## src/rtl/iot_tty_out_if.sv

```systemverilog
// IOT bus slice between the distributor/CPU (master) and the teleprinter
// output device (slave). Clock and reset travel as plain ports.
interface iot_tty_out_if;
  logic       iot_strobe;
  logic [2:0] iot_func;
  logic [7:0] dataout;
  logic       skip;
  logic       flag;
  logic       busy;
  logic       overrun;
  logic       tx;

  modport master (
    output iot_strobe, iot_func, dataout,
    input  skip, flag, busy, overrun, tx
  );

  modport slave (
    input  iot_strobe, iot_func, dataout,
    output skip, flag, busy, overrun, tx
  );
endinterface

```

## src/rtl/iot_tty_out.sv

```systemverilog
// Teleprinter output device (device code 04). Decodes TSF/TCF/TPC/TLS from
// the distributor strobe, serialises the latched AC[7:0] byte LSB first as
// an asynchronous frame on tx, and keeps the character-done flag.
// Optional even-parity bit after the data: define TTY_PARITY_EN.
module iot_tty_out #(
  parameter int CLKS_PER_BIT = 16,
  parameter int STOP_BITS    = 2
) (
  input logic          clock,
  input logic          resetN,
  iot_tty_out_if.slave bus
);

  localparam int              TW    = $clog2(CLKS_PER_BIT);
  localparam logic [TW-1:0]   TLOAD = TW'(CLKS_PER_BIT - 1);
  localparam logic [2:0]      LAST_STOP = 3'(STOP_BITS - 1);

  typedef enum logic [2:0] {
    IDLE,
    START,
    DATA,
`ifdef TTY_PARITY_EN
    PARITY,
`endif
    STOP
  } state_t;

  state_t        state_q, state_n;
  logic [TW-1:0] timer_q, timer_n;
  logic [2:0]    idx_q, idx_n;
  logic [7:0]    shift_q, shift_n;
  logic          tx_q, tx_n;
  logic          busy_q, busy_n;
  logic          flag_q, flag_n;
  logic          skip_q, skip_n;
  logic          overrun_q, overrun_n;
`ifdef TTY_PARITY_EN
  logic          parity_q, parity_n;
`endif

  logic tsf, tcf, tpc, bit_end;

  assign tsf     = bus.iot_strobe & bus.iot_func[0];
  assign tcf     = bus.iot_strobe & bus.iot_func[1];
  assign tpc     = bus.iot_strobe & bus.iot_func[2];
  assign bit_end = (timer_q == '0);

  // Next-state, bit timing, shifter and flag/skip/overrun decode.
  always_comb begin
    // NOTE: every signal gets a default before any branch, so no path leaves
    // a variable unassigned and no latch is inferred.
    state_n   = state_q;
    timer_n   = timer_q;
    idx_n     = idx_q;
    shift_n   = shift_q;
    tx_n      = tx_q;
    busy_n    = busy_q;
    flag_n    = flag_q;
    skip_n    = 1'b0;
    overrun_n = 1'b0;
`ifdef TTY_PARITY_EN
    parity_n  = parity_q;
`endif

    // skip reflects the flag as it stood in the strobe cycle.
    if (tsf) skip_n = flag_q;
    if (tcf) flag_n = 1'b0;
    // A print request while a frame is running is dropped.
    if (tpc && state_q != IDLE) overrun_n = 1'b1;

    // Running bit timer; terminal branches below override the reload.
    if (state_q != IDLE) timer_n = bit_end ? TLOAD : timer_q - 1'b1;

    unique case (state_q)
      IDLE: begin
        if (tpc) begin
          shift_n = bus.dataout;
`ifdef TTY_PARITY_EN
          parity_n = ^bus.dataout;
`endif
          state_n = START;
          busy_n  = 1'b1;
          tx_n    = 1'b0;
          timer_n = TLOAD;
          idx_n   = '0;
        end
      end
      START: begin
        if (bit_end) begin
          state_n = DATA;
          tx_n    = shift_q[0];
          idx_n   = '0;
        end
      end
      DATA: begin
        if (bit_end) begin
          if (idx_q == 3'd7) begin
            idx_n = '0;
`ifdef TTY_PARITY_EN
            state_n = PARITY;
            tx_n    = parity_q;
`else
            state_n = STOP;
            tx_n    = 1'b1;
`endif
          end else begin
            shift_n = shift_q >> 1;
            tx_n    = shift_q[1];
            idx_n   = idx_q + 3'd1;
          end
        end
      end
`ifdef TTY_PARITY_EN
      PARITY: begin
        if (bit_end) begin
          state_n = STOP;
          tx_n    = 1'b1;
          idx_n   = '0;
        end
      end
`endif
      STOP: begin
        if (bit_end) begin
          if (idx_q == LAST_STOP) begin
            // Completion set is applied after any TCF clear, so it wins.
            state_n = IDLE;
            busy_n  = 1'b0;
            flag_n  = 1'b1;
            idx_n   = '0;
            timer_n = '0;
          end else begin
            idx_n = idx_q + 3'd1;
          end
        end
      end
      default: begin
        state_n = IDLE;
        busy_n  = 1'b0;
        tx_n    = 1'b1;
      end
    endcase
  end

  // State and output registers with synchronous active-low reset.
  always_ff @(posedge clock) begin
    // NOTE: reset is sampled only on the clock edge; the shift register is
    // cleared as well, keeping the datapath deterministic after reset.
    if (!resetN) begin
      state_q   <= IDLE;
      timer_q   <= '0;
      idx_q     <= '0;
      shift_q   <= '0;
      tx_q      <= 1'b1;
      busy_q    <= 1'b0;
      flag_q    <= 1'b0;
      skip_q    <= 1'b0;
      overrun_q <= 1'b0;
`ifdef TTY_PARITY_EN
      parity_q  <= 1'b0;
`endif
    end else begin
      // NOTE: non-blocking assignments here; the comb block uses blocking.
      state_q   <= state_n;
      timer_q   <= timer_n;
      idx_q     <= idx_n;
      shift_q   <= shift_n;
      tx_q      <= tx_n;
      busy_q    <= busy_n;
      flag_q    <= flag_n;
      skip_q    <= skip_n;
      overrun_q <= overrun_n;
`ifdef TTY_PARITY_EN
      parity_q  <= parity_n;
`endif
    end
  end

  assign bus.tx      = tx_q;
  assign bus.busy    = busy_q;
  assign bus.flag    = flag_q;
  assign bus.skip    = skip_q;
  assign bus.overrun = overrun_q;

endmodule

```

## src/flat_wrapper.sv

```systemverilog
// flat-port wrapper written by rule: the top's interface ports become plain ports
module iot_tty_out_flat 
#(
  parameter int CLKS_PER_BIT = 16,
  parameter int STOP_BITS    = 2
)
  (clock, resetN, bus_iot_strobe, bus_iot_func, bus_dataout, bus_skip, bus_flag, bus_busy, bus_overrun, bus_tx);
  iot_tty_out_if bus_i ();
  input logic clock;
  input logic resetN;
  input wire logic [$bits(bus_i.iot_strobe)-1:0] bus_iot_strobe;
  input wire logic [$bits(bus_i.iot_func)-1:0] bus_iot_func;
  input wire logic [$bits(bus_i.dataout)-1:0] bus_dataout;
  output wire logic [$bits(bus_i.skip)-1:0] bus_skip;
  output wire logic [$bits(bus_i.flag)-1:0] bus_flag;
  output wire logic [$bits(bus_i.busy)-1:0] bus_busy;
  output wire logic [$bits(bus_i.overrun)-1:0] bus_overrun;
  output wire logic [$bits(bus_i.tx)-1:0] bus_tx;
  assign bus_i.iot_strobe = bus_iot_strobe;
  assign bus_i.iot_func = bus_iot_func;
  assign bus_i.dataout = bus_dataout;
  assign bus_skip = bus_i.skip;
  assign bus_flag = bus_i.flag;
  assign bus_busy = bus_i.busy;
  assign bus_overrun = bus_i.overrun;
  assign bus_tx = bus_i.tx;
  iot_tty_out #(.CLKS_PER_BIT(CLKS_PER_BIT), .STOP_BITS(STOP_BITS)) u_core (.clock(clock), .resetN(resetN), .bus(bus_i));
endmodule
```

## config.mk

```make
export PLATFORM = sky130hd
export DESIGN_NAME = iot_tty_out_flat
export DESIGN_NICKNAME = d
export VERILOG_FILES = /design/src/rtl/iot_tty_out_if.sv /design/src/rtl/iot_tty_out.sv /design/src/flat_wrapper.sv
export SDC_FILE = /design/constraint.sdc
export NUM_CORES = 1
export LEC_CHECK = 0
export BUFFER_PORTS_ARGS = -buffer_cell sky130_fd_sc_hd__buf_2
export CORE_MARGIN = 2
export CORE_UTILIZATION = 50
export CTS_BUF_LIST = sky130_fd_sc_hd__clkbuf_4
export CTS_CLUSTER_SIZE = 10
export DETAILED_ROUTE_END_ITERATION = 10
export GPL_TIMING_DRIVEN = 1
export PLACE_DENSITY = 0.71
export SLEW_MARGIN = 20
export SYNTH_ARGS = -nofsm -noshare
export SYNTH_HDL_FRONTEND = slang
export SYNTH_SLANG_ARGS = --single-unit
```

## constraint.sdc

```tcl
create_clock -name clock -period 1.9 [get_ports clock]
set_input_delay 0 -clock clock [delete_from_list [all_inputs] [get_ports clock]]
set_output_delay 0 -clock clock [all_outputs]
set_load 0.03 [all_outputs]
```

==> results of run 1 <==
area by class of cell:
cell class                 count  share of cell area
multi-input combinational     95               0.519
timing repair buffer          26               0.111
clock buffer                   3              0.0156
tap                           30              0.0260
inverter                       9              0.0234
sequential                    22               0.305
per-layer routing:
layer  track usage  vias to the layer above  wire length (um)  share of wire
li1              -                      534                 -              -
met1         0.239                      480              1220           0.48
met2         0.321                       16              1180           0.46
met3        0.0333                        4                92          0.036
met4        0.0875                        0                51          0.020
met5             0                        -                 0              0
where the power goes:
part | total [mW] | leakage (nW) | internal [mW] | switching (mW)
registers | 0.741 | 0.181 | 0.619 | 0.122
clock network | 0.210 | 0.0138 | 0.0741 | 0.136
logic | 1.26 | 0.397 | 0.579 | 0.677
flip-flops by register name, indices dropped and copies added, names as in the netlist:
| name | cells |
|---|---|
| u_core.shift_q | 8 |
| u_core.bus.busy | 1 |
| u_core.timer_q | 4 |
| u_core.bus.skip | 1 |
| u_core.state_q | 2 |
| u_core.bus.flag | 1 |
| u_core.bus.tx | 1 |
| u_core.idx_q | 3 |
| u_core.bus.overrun | 1 |
worst paths after layout:
check | slack (ps) | cells past startpoint | endpoint
setup / recovery | 150 | 6 | u_core.shift_q[1]
hold / removal | 7 | 3 | u_core.bus.overrun
setup reg to reg | 150 | 6 | u_core.shift_q[1]
hold reg to reg | 480 | 2 | u_core.bus.tx
critical path, delay by kind of cell, from the launching register on:
family / cells / cell delay [ps]
and+or+nand+nor: 2 / 460
buffers and inverters: 1 / 80
DFF: 1 / 400
AOI/OAI and AO/OA: 2 / 460
adders and majority gates: 1 / 270
what timing repair did:
item,CTS,global route
endpoints found under the hold margin,3,0
resized for setup,0,1
setup endpoints to repair,0,8
hold buffers,4,0
metrics by stage:
stage,power [mW],hold slack [ps]
global placement,1.96,278
floorplan,1.76,157
CTS,2.21,7.36
detailed placement,2.00,275
global route,2.37,20.0
finish,2.21,7.31
cells in the mapped netlist, types with 2 or more instances:
| cell | count |
|---|---|
| a211oi_2 | 7 |
| a21oi_1 | 9 |
| and2_1 | 2 |
| clkbuf_1 | 4 |
| dfxtp_1 | 22 |
| ha_1 | 8 |
| inv_1 | 9 |
| mux2i_1 | 15 |
| nand2_1 | 12 |
| nand3b_1 | 2 |
| nor2_1 | 6 |
| nor2b_1 | 2 |
| nor3_1 | 4 |
| o211ai_1 | 6 |
| o21ai_0 | 2 |
| o41ai_1 | 2 |
kinds of logic (layout without fill, tap and decap cells):
family / count (synthesis) / after routing
adder cells (fa/ha/maj): 8 / 8
AND/OR/NAND/NOR: 38 / 38
AO/OA/AOI/OAI: 34 / 34
multiplexers: 15 / 15
buffers and inverters: 16 / 38
flip-flops: 22 / 22
==> results.sh, run 1 <==
export IMPL_status="finished, final reports clean"
export IMPL_yosysUniqueCellTypes=37
export IMPL_grt_setup_unrepaired="false"
export IMPL_synthMuxAreaShare=0.120
export IMPL_cp_required_ps=2130
export IMPL_rows=18
export IMPL_end_kind="register"
export IMPL_core_area_um2=2430
export IMPL_layout_setup_ws_ps=153
export IMPL_start_kind="register"
export IMPL_seq_area_um2=440
export IMPL_clockBufferDepth=2
export IMPL_antenna_cells=0
export IMPL_dp_hpwl_um=1930
export IMPL_synthXorXnorAreaFrac=0
export IMPL_rr_startpoint="u_core.state_q[0]"
export IMPL_clock_skew_final_ps=4.96
export IMPL_worst_setup_path_type="reg -> reg"
export IMPL_tritoncts="yes"
export IMPL_vias=1034
export IMPL_synth_compound_area_share=0.223
export IMPL_final_common_cell="dfxtp_1"
export IMPL_synth_fp_nets=155
export IMPL_post_route_cell_area_um2=1440
export IMPL_min_period_ps=1750
export IMPL_grt_pass1_vias=931
export IMPL_io_pins=19
export IMPL_nets=179
export IMPL_initialDrtViolationCount=15
export IMPL_p_leak_nw=0.591
export IMPL_postSynthCellCount=133
export IMPL_vias_per_cell=5.59
export IMPL_drive_gt1_frac=0.258
export IMPL_grt_pass1_wl_um=4040
export IMPL_fmax_ghz=0.572
export IMPL_port_buffers=18
export IMPL_ant_nets=0
export IMPL_dp_cells=178
export IMPL_ys_async_sr_fraction=0
export IMPL_yosysTopAreaCell="dfxtp_1"
export IMPL_synthAdderAreaFrac=0.0797
export IMPL_cp_startpoint="u_core.state_q[0]"
export IMPL_syn_to_final_growth_pct=14.8
export IMPL_clk_latency_ps=310
export IMPL_path_clk_slew_ps=120
export IMPL_avgSynthCellArea_um2=9.45
export IMPL_setup_viol=0
export IMPL_ys_seq_area_frac=0.351
export IMPL_mostFrequentLayoutCells="22 x dfxtp_1, 18 x buf_2, 15 x mux2i_1"
export IMPL_drv_cap=0
export IMPL_fin_crit_sh=0.920
export IMPL_worst_slew_pin_slew_ps=538
export IMPL_maxSlewHeadroom=0.641
export IMPL_overflow=0
export IMPL_ys_ff_latch=22
export IMPL_ys_warn_count=0
export IMPL_synth_edf_count=0
export IMPL_htreeDepth=1
export IMPL_hp_class="in -> reg"
export IMPL_syn_area_um2=1260
export IMPL_antenna_found_initial=0
export IMPL_cpMaxStageDelayCell="dfxtp_1"
export IMPL_cp_arrival_ps=1980
export IMPL_start_util=0.516
export IMPL_gp_congestion=0.789
export IMPL_drc_errors=0
export IMPL_cts_buffers=3
export IMPL_post_cts_buffers=0
export IMPL_finish_utilization=0.593
export IMPL_synth_main_ff_cell="dfxtp_1"
export IMPL_post_place_ws_ps=74.2
export IMPL_cts_sinks=22
export IMPL_synth_top_family_by_area="compound AO/OA/AOI/OAI gates"
export IMPL_drt_wl_total_um=2540
export IMPL_peakVddDrop_v=0.000710
export IMPL_min_from="bus_iot_strobe"
export IMPL_dpl_cell_area_um2=1380
export IMPL_dieWidth_um=54.1
export IMPL_yosys_area_share_simple=0.172
export IMPL_n_fill_cell=208
export IMPL_grt_max_degree=19
export IMPL_drtPass1Iterations=4
export IMPL_final_cells=185
export IMPL_cpPeakStageDelay_ps=400
export IMPL_die_h_um=54.1
export IMPL_path_max_fanout=8
export IMPL_finalMaxSlewViolations=0
export IMPL_dieArea_um2=2930
export IMPL_multi_input_area_um2=748
export IMPL_setup_tns_final_ps=0
export IMPL_hold_viol=0
export IMPL_root_buffer="clkbuf_4"
export IMPL_ys_top_cells_by_area="dfxtp_1 35%, mux2i_1 12%, ha_1 8.0%"
export IMPL_path_cells="inv_1 > ha_1 > nor2b_1 > a31o_4 > and2_2 > a211oi_2"
export IMPL_powerDensity_nw_per_um2=1530
export IMPL_detail_route_wl_per_cell_um=13.7
export IMPL_track_usage=0.192
export IMPL_yosysTopAreaCellShare=0.351
Power figures use the tool's default switching activity.
==> run 2: changes to the inputs <==
--- a/config.mk
+++ b/config.mk
@@ -7,12 +7,12 @@
 export LEC_CHECK = 0
 export BUFFER_PORTS_ARGS = -buffer_cell sky130_fd_sc_hd__buf_2
 export CORE_MARGIN = 2
-export CORE_UTILIZATION = 50
+export CORE_UTILIZATION = 45
 export CTS_BUF_LIST = sky130_fd_sc_hd__clkbuf_4
 export CTS_CLUSTER_SIZE = 10
 export DETAILED_ROUTE_END_ITERATION = 10
 export GPL_TIMING_DRIVEN = 1
-export PLACE_DENSITY = 0.71
+export PLACE_DENSITY = 0.65
 export SLEW_MARGIN = 20
 export SYNTH_ARGS = -nofsm -noshare
 export SYNTH_HDL_FRONTEND = slang
==> results.sh, run 2 (synthesis gave the netlist of run 1 again) <==
export IMPL_initialDrtViolationCount=29
export IMPL_cp_required_ps=2130
export IMPL_p_leak_nw=0.610
export IMPL_tritoncts="yes"
export IMPL_detail_route_wl_per_cell_um=14.1
export IMPL_cts_buffers=3
export IMPL_dieArea_um2=3230
export IMPL_setup_viol=0
export IMPL_powerDensity_nw_per_um2=1540
export IMPL_layout_setup_ws_ps=123
export IMPL_power_frac_seq=0.325
export IMPL_hp_class="in -> reg"
export IMPL_seq_area_um2=442
export IMPL_root_buffer="clkbuf_4"
export IMPL_clockBufferDepth=2
export IMPL_path_clk_slew_ps=120
export IMPL_cp_arrival_ps=2010
export IMPL_drive_gt1_frac=0.289
export IMPL_min_period_ps=1780
export IMPL_p_sw_mw=0.967
export IMPL_holdWs_ps=7.62
export IMPL_htreeDepth=1
export IMPL_cts_sinks=22
export IMPL_antenna_cells=0
export IMPL_drt_wl_total_um=2680
export IMPL_grt_pass1_wl_um=4640
export IMPL_clk_latency_ps=310
export IMPL_hold_viol=0
export IMPL_status="finished, final reports clean"
export IMPL_peakVddDrop_v=0.00100
export IMPL_start_util=0.464
export IMPL_core_area_um2=2710
export IMPL_ant_nets=0
export IMPL_die_h_um=56.8
export IMPL_start_kind="register"
export IMPL_fin_crit_sh=0.935
export IMPL_final_common_cell="dfxtp_1"
export IMPL_io_pins=19
export IMPL_syn_to_final_growth_pct=18.1
export IMPL_grt_pass1_vias=1026
export IMPL_grt_max_degree=18
export IMPL_vias=1077
export IMPL_reg2reg_depth=7
export IMPL_p_int_mw=1.32
export IMPL_clockPowerShare=0.096
export IMPL_mostFrequentLayoutCells="21 x dfxtp_1, 18 x buf_2, 15 x mux2i_1"
export IMPL_sw_frac_of_total=0.423
export IMPL_hold_depth=4
export IMPL_antenna_found_initial=0
export IMPL_reg_largest_list="u_core.shift_q (8), u_core.timer_q (4), u_core.idx_q (3)"
export IMPL_maxSlewHeadroom=0.592
export IMPL_n_fill_cell=255
export IMPL_worst_setup_path_type="reg -> reg"
export IMPL_grt_setup_unrepaired="false"
export IMPL_rows=19
export IMPL_vias_per_cell=5.67
export IMPL_end_kind="register"
export IMPL_path_max_fanout=8
export IMPL_clock_skew_final_ps=5.23
export IMPL_top_register="u_core.shift_q"
export IMPL_nets=182
export IMPL_finish_utilization=0.548
export IMPL_port_buffers=18
export IMPL_fmax_ghz=0.563
export IMPL_finalMaxSlewViolations=0
export IMPL_dp_hpwl_um=2040
export IMPL_overflow=0
export IMPL_gp_congestion=0.838
export IMPL_worst_slew_pin_slew_ps=611
export IMPL_largest_reg_flops=8
export IMPL_setup_tns_final_ps=0
export IMPL_post_place_ws_ps=107
export IMPL_dieWidth_um=56.8
export IMPL_total_power_mw=2.28
export IMPL_track_usage=0.186
export IMPL_multi_input_area_um2=761
export IMPL_drv_cap=0
export IMPL_drc_errors=0
export IMPL_drtPass1Iterations=4
export IMPL_pwr_share_comb=0.580
run 2: cell count changes in the layout (fill, tap and decap cells not counted), sizes merged:
cell | before | now
buf | 22 | 25
clkinv | 0 | 1
run 2: cell type report:
class / count / area share
clock buffer: 3 / 0.0152
inverter: 9 / 0.0228
tap: 31 / 0.0261
sequential: 22 / 0.298
multi-input combinational: 95 / 0.513
timing repair buffer: 29 / 0.123
clock inverter: 1 / 0.00253
run 2: what timing repair did:
item                                    CTS  global route
buffers inserted                          0             0
endpoints found under the setup margin    0             6
hold buffers                              3             1
hold endpoints to repair                  3             1
gates resized for setup                   0             4
run 2: metal layers:
| layer | track usage | wire, um | share of wire | vias to the layer above |
|---|---|---|---|---|
| li1 | - | - | - | 536 |
| met1 | 0.234 | 1220 | 0.45 | 516 |
| met2 | 0.321 | 1340 | 0.50 | 20 |
| met3 | 0.0300 | 86 | 0.032 | 5 |
| met4 | 0.0631 | 40 | 0.015 | 0 |
| met5 | 0 | 0 | 0 | - |
run 2: path summary, 6_finish.rpt:
kind / from / to / slack (ps)
hold / removal: bus_iot_func[1] / u_core.bus.flag / 8
setup reg to reg: u_core.state_q[0] / u_core.shift_q[3] / 120
setup / recovery: u_core.state_q[0] / u_core.shift_q[3] / 120
hold reg to reg: u_core.idx_q[2] / u_core.idx_q[2] / 490
run 2: through the flow:
stage | std cells | area, um2
finish | 190 | 1480
detailed placement | 182 | 1400
floorplan | 133 | 1260
CTS | 189 | 1460
global route | 190 | 1480
global placement | 182 | 1400
run 2: power groups by stage:
stage	logic, mW	clock network (mW)	registers, mW
floorplan	1.00	0	0.756
finish	1.32	0.218	0.741
detailed placement	1.29	0	0.749
global route	1.46	0.248	0.761
global placement	1.27	0	0.744
CTS	1.30	0.226	0.740
run 2: worst max-delay path, stage by stage (launching register included):
cell and delay, ps:
dfxtp_1 360, inv_1 80, ha_1 330, nor2b_2 100
a31o_4 250, and2_1 220, buf_4 180, a211oi_2 180
